[config.mk]
export PLATFORM = sky130hd
export DESIGN_NAME = mux_gate_scheduler
export DESIGN_NICKNAME = d
export VERILOG_FILES = /design/src/rtl/gate_mux_pkg.sv /design/src/rtl/mux2x1.sv /design/src/rtl/mux_gate_cell.sv /design/src/rtl/mux_gate_scheduler.sv
export SDC_FILE = /design/constraint.sdc
export NUM_CORES = 1
export LEC_CHECK = 0
export CAP_MARGIN = 20
export CORE_AREA = 2 2 71 73
export DETAILED_ROUTE_END_ITERATION = 12
export DIE_AREA = 0 0 73 75
export DONT_BUFFER_PORTS = 1
export PLACE_DENSITY = 0.78
export SLEW_MARGIN = 5
export SYNTH_ARGS = -nofsm -noshare
export SYNTH_HDL_FRONTEND = slang
export SYNTH_HIERARCHICAL = 1
export SYNTH_SLANG_ARGS = --single-unit
[constraint.sdc]
create_clock -name clk -period 7 [get_ports clk]
set_input_delay 1.4 -clock clk [delete_from_list [all_inputs] [get_ports clk]]
set_output_delay 1.4 -clock clk [all_outputs]
set_load 0.005 [all_outputs]
[src/rtl/gate_mux_pkg.sv]
// gate_mux_pkg
// Definitions shared by the mux-built gate cell and the scheduler that owns it.
// - OP_NOT..OP_XNOR, OP_ILL : 3-bit gate op codes carried with each request
// - state_t                 : scheduler FSM encoding (IDLE / SHIFT / DONE)
// - op_is_illegal()         : true for the one op code the cell cannot evaluate
package gate_mux_pkg;

  localparam logic [2:0] OP_NOT  = 3'd0;
  localparam logic [2:0] OP_OR   = 3'd1;
  localparam logic [2:0] OP_AND  = 3'd2;
  localparam logic [2:0] OP_NAND = 3'd3;
  localparam logic [2:0] OP_NOR  = 3'd4;
  localparam logic [2:0] OP_XOR  = 3'd5;
  localparam logic [2:0] OP_XNOR = 3'd6;
  localparam logic [2:0] OP_ILL  = 3'd7;

  typedef enum logic [1:0] {
    IDLE  = 2'd0,
    SHIFT = 2'd1,
    DONE  = 2'd2
  } state_t;

  function automatic logic op_is_illegal(input logic [2:0] op);
    return (op == OP_ILL);
  endfunction

endpackage

[src/rtl/mux2x1.sv]
// mux2x1
// Basic 2:1 multiplexer, the only primitive the gate cell is built from.
// - s  : select
// - d0 : output when s=0
// - d1 : output when s=1
// - y  : selected data
module mux2x1 (
  input  logic s,
  input  logic d0,
  input  logic d1,
  output logic y
);

  assign y = s ? d1 : d0;

endmodule

[src/rtl/mux_gate_cell.sv]
// mux_gate_cell
// Combinational 1-bit logic cell. Every gate is realised as a 2:1 mux whose
// select is operand a; the op code then picks which mux output is used.
// - op  : gate op code (see gate_mux_pkg)
// - a   : operand bit a (drives every mux select)
// - b   : operand bit b
// - y   : gate result, forced to 0 for the illegal op
// - ill : high when op is the illegal code
module mux_gate_cell
  import gate_mux_pkg::*;
(
  input  logic [2:0] op,
  input  logic       a,
  input  logic       b,
  output logic       y,
  output logic       ill
);

  logic       nb;
  logic [6:0] cand;

  assign nb = ~b;

  // One mux per op, indexed by op code. With a as select:
  // NOT b  -> both legs ~b (a ignored)
  // OR     -> a ? 1 : b          AND  -> a ? b  : 0
  // NAND   -> a ? ~b : 1         NOR  -> a ? 0  : ~b
  // XOR    -> a ? ~b : b         XNOR -> a ? b  : ~b
  mux2x1 u_not  (.s(a), .d0(nb),   .d1(nb),   .y(cand[0]));
  mux2x1 u_or   (.s(a), .d0(b),    .d1(1'b1), .y(cand[1]));
  mux2x1 u_and  (.s(a), .d0(1'b0), .d1(b),    .y(cand[2]));
  mux2x1 u_nand (.s(a), .d0(1'b1), .d1(nb),   .y(cand[3]));
  mux2x1 u_nor  (.s(a), .d0(nb),   .d1(1'b0), .y(cand[4]));
  mux2x1 u_xor  (.s(a), .d0(b),    .d1(nb),   .y(cand[5]));
  mux2x1 u_xnor (.s(a), .d0(nb),   .d1(b),    .y(cand[6]));

  assign ill = op_is_illegal(op);

  // Pick the mux belonging to the requested op; the illegal op yields 0.
  always_comb begin
    y = 1'b0;
    case (op)
      OP_NOT:  y = cand[0];
      OP_OR:   y = cand[1];
      OP_AND:  y = cand[2];
      OP_NAND: y = cand[3];
      OP_NOR:  y = cand[4];
      OP_XOR:  y = cand[5];
      OP_XNOR: y = cand[6];
      default: y = 1'b0;
    endcase
  end

endmodule

[src/rtl/mux_gate_scheduler.sv]
// mux_gate_scheduler
// Shares one bit-serial mux_gate_cell among NREQ requesters. A round-robin
// arbiter accepts one request, the operands are fed LSB-first through the cell
// over W cycles, and the result is offered on a valid/ready response channel
// tagged with the requester id.
// - clk, rst  : clock (rising edge), asynchronous active-high reset
// - req_valid : per-requester request pending
// - req_ready : one-hot accept strobe, only ever high in IDLE
// - req_op    : 3-bit op per requester, slice i = [3i+2:3i]
// - req_a/b   : W-bit operands per requester, slice i = [Wi+W-1:Wi]
// - rsp_valid : result held for the consumer
// - rsp_ready : consumer takes the result
// - rsp_id    : requester that owns rsp_data
// - rsp_data  : result word
// - rsp_err   : op was illegal, rsp_data is 0
// - busy      : FSM not in IDLE
module mux_gate_scheduler
  import gate_mux_pkg::*;
#(
  parameter int NREQ = 4,
  parameter int W    = 8,
  parameter int IDW  = $clog2(NREQ)
) (
  input  logic              clk,
  input  logic              rst,
  input  logic [NREQ-1:0]   req_valid,
  output logic [NREQ-1:0]   req_ready,
  input  logic [3*NREQ-1:0] req_op,
  input  logic [W*NREQ-1:0] req_a,
  input  logic [W*NREQ-1:0] req_b,
  output logic              rsp_valid,
  input  logic              rsp_ready,
  output logic [IDW-1:0]    rsp_id,
  output logic [W-1:0]      rsp_data,
  output logic              rsp_err,
  output logic              busy
);

  // Extra counter bit keeps W=1 and power-of-two W from overflowing.
  localparam int CW  = $clog2(W) + 1;
  localparam int IW1 = IDW + 1;

  state_t         state;
  state_t         state_nxt;
  logic [IDW-1:0] rr_ptr;
  logic [IDW-1:0] grant_idx;
  logic           grant_found;
  logic           accept;
  logic [2:0]     sel_op;
  logic [W-1:0]   sel_a;
  logic [W-1:0]   sel_b;
  logic [IDW-1:0] id_q;
  logic [2:0]     op_q;
  logic [W-1:0]   a_q;
  logic [W-1:0]   b_q;
  logic           err_q;
  logic [W-1:0]   res;
  logic [CW-1:0]  cnt;
  logic           last_bit;
  logic           cell_y;
  logic           cell_ill;
  logic           res_bit;

  // Round-robin search: scan from rr_ptr upward with wrap, first set bit
  // wins. The index is formed one bit wider so non-power-of-two NREQ wraps.
  always_comb begin
    logic [IW1-1:0] sum;
    logic [IDW-1:0] idx;
    grant_found = 1'b0;
    grant_idx   = '0;
    sum         = '0;
    idx         = '0;
    for (int i = 0; i < NREQ; i++) begin
      sum = {1'b0, rr_ptr} + IW1'(i);
      if (sum >= IW1'(NREQ)) begin
        sum = sum - IW1'(NREQ);
      end
      idx = sum[IDW-1:0];
      if (!grant_found && req_valid[idx]) begin
        grant_found = 1'b1;
        grant_idx   = idx;
      end
    end
  end

  // Route the winner's op and operands to the capture registers.
  always_comb begin
    sel_op = '0;
    sel_a  = '0;
    sel_b  = '0;
    for (int i = 0; i < NREQ; i++) begin
      if (grant_idx == IDW'(i)) begin
        sel_op = req_op[3*i +: 3];
        sel_a  = req_a[W*i +: W];
        sel_b  = req_b[W*i +: W];
      end
    end
  end

  // The operands are shifted right every SHIFT cycle, so bit 0 is always
  // the a[cnt]/b[cnt] pair the cell should see in that cycle.
  mux_gate_cell u_cell (
    .op  (op_q),
    .a   (a_q[0]),
    .b   (b_q[0]),
    .y   (cell_y),
    .ill (cell_ill)
  );

  assign res_bit  = cell_y & ~cell_ill;
  assign last_bit = (cnt == CW'(W - 1));

  // FSM state register.
  always_ff @(posedge clk or posedge rst) begin
    if (rst) begin
      state <= IDLE;
    end else begin
      state <= state_nxt;
    end
  end

  // Next state and accept strobe. req_ready is raised only in IDLE, so a
  // request can never be taken in the cycle of a response handshake.
  always_comb begin
    state_nxt = state;
    req_ready = '0;
    accept    = 1'b0;
    case (state)
      IDLE: begin
        if (grant_found) begin
          accept               = 1'b1;
          req_ready[grant_idx] = 1'b1;
          state_nxt            = SHIFT;
        end
      end
      SHIFT: begin
        if (last_bit) begin
          state_nxt = DONE;
        end
      end
      DONE: begin
        if (rsp_ready) begin
          state_nxt = IDLE;
        end
      end
      default: state_nxt = IDLE;
    endcase
  end

  // Request capture, bit-serial evaluation and round-robin pointer. cnt
  // stops at W-1 so it always names the result bit currently being written.
  always_ff @(posedge clk or posedge rst) begin
    if (rst) begin
      rr_ptr <= '0;
      id_q   <= '0;
      op_q   <= '0;
      a_q    <= '0;
      b_q    <= '0;
      err_q  <= 1'b0;
      res    <= '0;
      cnt    <= '0;
    end else if (accept) begin
      rr_ptr <= (grant_idx == IDW'(NREQ - 1)) ? '0 : grant_idx + IDW'(1);
      id_q   <= grant_idx;
      op_q   <= sel_op;
      a_q    <= sel_a;
      b_q    <= sel_b;
      err_q  <= op_is_illegal(sel_op);
      res    <= '0;
      cnt    <= '0;
    end else if (state == SHIFT) begin
      a_q <= a_q >> 1;
      b_q <= b_q >> 1;
      res <= res | (W'(res_bit) << cnt);
      if (!last_bit) begin
        cnt <= cnt + CW'(1);
      end
    end
  end

  assign rsp_valid = (state == DONE);
  assign rsp_id    = id_q;
  assign rsp_data  = res;
  assign rsp_err   = err_q;
  assign busy      = (state != IDLE);

endmodule

# Word level (Yosys, flattened, before mapping)
# Index checks and enable logic that the tools add are counted.
# Widths: inputs -> output; s select.
# word_totals
output_inout_bits,17
regBits,38
input_bits,83
wordCells,124
# op_classes
addsub,9
order_cmp,10
n_bitwise,4
shifts,1
n_eq_ne,18
reduce_logical,14
n_mux,59
# ops
op,count
$mux 8,14
$mux 2,12
$mux 4,5
$mux 1,17
$eq 3x3->1 const B,5
$lt 2x3->1 const B,5
$mux 3,4
$ge 3x3->1 const B,3
$bmux 1 s2,4
$or 8x8->8,1
$shl 1x4->8,1
$sub 2x1->2 const B,4
$pmux 1 s7,1
$add 2x2->3 const B,2
$eq 2x2->1 const B,3
$eq 3x2->1 const B,2
$ne 2x2->1 const B,3
$pmux 2 s3,1
$add 4x1->4 const B,1
$eq 2x1->1 const B,2
$eq 4x3->1 const B,1
$logic_and 1x1->1,4
$logic_not 2->1,2
$reduce_bool 2->1,2
other kinds (13),16

# Depth between registers and ports, before layout
# depth
word_depth,20
depth_mapped,11
depth_no_buf,9

# Cells and area by module
# Netlist, hierarchy kept.
# modules_own_cells
module,n_inst,seq_area_each_um2,area_per_inst_um2,cells_per_inst
mux_gate_scheduler,1,950.9,2341.0,257
mux2x1,7,0.0,15.0,1
mux_gate_cell,1,0.0,72.6,9

# Worst setup path after synthesis
# Ideal clock, no wire load.
# synth_path
kind,input -> output
startpoint,input port req_valid[0]
endpoint,output port req_ready[2]
slack_ns,2.861
stages,7
required_time_ns,5.600
arrival_ns,2.739
path_buffers,2
path_cell_list,a21oi_1 > nor3b_1 > nor3_1 > ha_1 > clkbuf_1 > clkbuf_1 > and2_1
# synth_between
elab_chain_cells,18
elab_cells_between_ends,29
cone_classes,2 x order compare; 20 x mux; 7 x reduce/logical
# synth_lines
item,line,text
"start, declared",mux_gate_scheduler.sv:26,"input logic [NREQ-1:0] req_valid,"
$bmux 1 s2,mux_gate_scheduler.sv:79,if (!grant_found && req_valid[idx]) begin
$mux 1 (not written as such),mux_gate_scheduler.sv:79,
$mux 1,mux_gate_scheduler.sv:79,
$logic_not 1->1,mux_gate_scheduler.sv:79,
$logic_and 1x1->1,mux_gate_scheduler.sv:79,
$mux 1,mux_gate_scheduler.sv:79,
$logic_not 1->1,mux_gate_scheduler.sv:79,
$logic_and 1x1->1,mux_gate_scheduler.sv:79,
(+3 left out),-,
$mux 2 (*),mux_gate_scheduler.sv:79,
named net grant_idx[1],mux_gate_scheduler.sv:46,logic [IDW-1:0] grant_idx;
$lt 2x3->1 (not written as such) or $ge 2x1->1 (tied branches),mux_gate_scheduler.sv:132,req_ready[grant_idx] = 1'b1;
$logic_and 1x1->1 (not written as such),mux_gate_scheduler.sv:132,
$mux 1 (not written as such),mux_gate_scheduler.sv:132,
$demux 1 s2 (*),mux_gate_scheduler.sv:132,
$mux 4 (*),mux_gate_scheduler.sv:130,if (grant_found) begin
$mux 4 (*),mux_gate_scheduler.sv:128,case (state)
"end, declared",mux_gate_scheduler.sv:27,"output logic [NREQ-1:0] req_ready,"
# Mark *: on every way through the listed nets, which the timed path passes. The rest lies on a longest branch. The select of a mux whose other input is x is not followed.

# Final worst setup path
# Same ends and word-level chain as after synthesis.

==> qor.yml <==
grt:
  grt_max_degree: 39
  grt_pass1_vias: 1937
  grt_pass1_wl_um: 9240
  grt_antenna_before_repair: 0
  grtUsageTotal: 0.222
  overflow: 0
sta:
  hold_ws_ns: 0.506
  hold_viol_final: 0
  fin_crit_sh: 0.652
  maxSlewViolCount: 0
  tns_ns: 0
  slew_headroom: 0.311
  tightestPinTransition_ns: 1.03
  finalSetupViolCount: 0
  fin_crit_ns: 4.56
  fmax_mhz: 219
  layout_setup_ws_ns: 2.44
  clock_skew_ns: 0.00683
  rsz0062_at_grt: "no"
logic_synthesis:
  ys_seq_area_frac: 0.378
  yosys_register_bits: 38
  netlist.area_leader.share: 0.378
  synthSimpleGateAreaFrac: 0.223
  synth-compound-area-share: 0.237
  synth_mux_area_frac: 0.0725
  synth.cell_area_um2: 2520
  yosysWarnings: 6
  synth_area_leaders: "dfrtp_1 38%, a221o_1 6.8%, a221oi_1 5.9%"
  synthArstFlopShare: 1.00
  synthFlopType: "dfrtp_1"
  ys_types: 39
  synth_top_family_by_area: "compound AO/OA/AOI/OAI gates"
  synth-edff-count: 0
  synth_xor_area_frac: 0.0104
  syn_area_per_cell_um2: 9.23
  synth-adder-area-share: 0.0248
  synth_cells: 273
  yosysTopAreaCell: "dfrtp_1"
detailed_routing:
  drc: 0
  wire_per_inst_um: 18.1
  first_pass_iters: 4
  wl_met2_um: 2820
  drt_wl_total_um: 5840
  drt-met1-wl_um: 2570
  vias_per_cell: 6.34
  drtIter0Drc: 138
  wl_met3_um: 409
  detail-route-antenna-nets: 0
  num_vias: 2049
  top_layer_used: "met4"
critical_path:
  crit_required_ns: 5.60
  crit_path_end_kind: "output pin"
  start_kind: "input port"
  cp_max_fo: 35
  cp.arrival_ns: 3.16
  critical_path_class: "in2out"
floorplan:
  die_height_um: 75
  core_um2: 4660
  start_util: 0.540
  die_w_um: 73
  die_area_um2: 5480
  io_pins: 100
  num_rows: 25
clock_tree:
  post_cts_buffers: 0
  cts_buffer_depth: 2
  clkSinkCount: 38
  cts_buffers: 5
  cts_resized: 0
  clk_latency_ns: 0.29
  h-tree-depth: 2
  clockRootBuffer: "clkbuf_8"
  hold_buffers: 0
  cts_tree: "built"
  clk_pin_slew_ns: 0.08
finish:
  antennaDiodeCount: 0
  final_common_cell: "dfrtp_1"
  fin_util: 0.565
  fill_cells: 406
  finalNetCount: 356
  final_layout_size_suffix_gt1_frac: 0.112
  area_growth_pct: 4.52
  final_cell_mix: "38 x dfrtp_1, 23 x nand2_1, 21 x a21oi_1"
  final_cells: 323
  final_area_um2: 2630
power:
  power.total_mw: 1.23
  peakVddDrop_v: 0.000191
  leakagePower_nw: 1.14
  powerDensity_nw_per_um2: 466
place:
  io_buffers: 0
  post-place-cells: 314
  postPlaceCellArea_um2: 2530
  pre_cts_ws_ns: 2.43
  gp_congestion: 0.805
  dp_hpwl_um: 4310
hold_path:
  hold_path.class: "reg2reg"
outcome:
  status: "finished, final reports clean"
job:
  cap_violations: 0
[cells in the mapped netlist, drive strengths merged (9+ instances only)]
cell / number
nor2b: 16
buf: 11
a221o: 17
and2: 17
dfrtp: 38
inv: 9
mux2: 11
nor2: 21
nand2: 23
a21oi: 21
a221oi: 17
o31ai: 13
[state kept, by name (all words and copies together) (netlist names)]
register / flops
a_q: 8
b_q: 8
rsp_data: 8
cnt: 4
op_q: 3
rr_ptr: 2
rsp_id: 2
state: 2
rsp_err: 1
[power by group]
part           internal (mW)  total, mW  leakage, nW  switching [mW]
registers              0.319      0.410        0.482          0.0905
logic                  0.318      0.661        0.612           0.344
clock network         0.0791      0.156       0.0472          0.0771
total                  0.716       1.23         1.14           0.511
[metal layers]
metal,vias to the layer above,global-route usage
met2,92,0.372
met1,969,0.288
met5,-,0
li1,984,-
met3,4,0.0549
met4,0,0.0617
[path summary, 6_finish.rpt]
| check | endpoint | depth (start not counted) | from | slack, ns |
|---|---|---|---|---|
| setup / recovery | req_ready[2] | 5 | req_valid[0] | 2.44 |
| max in group asynchronous | cnt[3] | 2 | rst | 5.56 |
| hold / removal | a_q[5] | 1 | a_q[5] | 0.51 |
| setup reg to reg | b_q[1] | 10 | rr_ptr[0] | 3.82 |
| min in group asynchronous | b_q[3] | 2 | rst | 1.11 |
| hold reg to reg | a_q[5] | 1 | a_q[5] | 0.51 |
[final cells by class]
type                            instances  area [µm²]  area share
Sequential cell                        38         951       0.361
Inverter                                9        33.8      0.0128
Clock inverter                          2        12.5     0.00475
Timing Repair Buffer                    5        37.5      0.0143
Multi-Input combinational cell        209        1450       0.550
Tap cell                               54        67.6      0.0257
Clock buffer                            6        82.6      0.0314
[critical path, stage by stage]
cell and delay (ns):
a21oi_1 0.13, nor3b_1 0.07, nor3_1 0.36, ha_1 0.92, and2_1 0.27
[kinds of logic (layout without fill, tap and decap cells)]
| logic type | Yosys count | in the layout |
|---|---|---|
| compound gates | 79 | 79 |
| xor+xnor | 3 | 3 |
| fa+ha+maj | 5 | 5 |
| buf+inv | 28 | 22 |
| flops | 38 | 38 |
| mux | 13 | 13 |
| other cells | 2 | 4 |
| simple gates | 105 | 105 |
(Power assumes the default switching activity.)
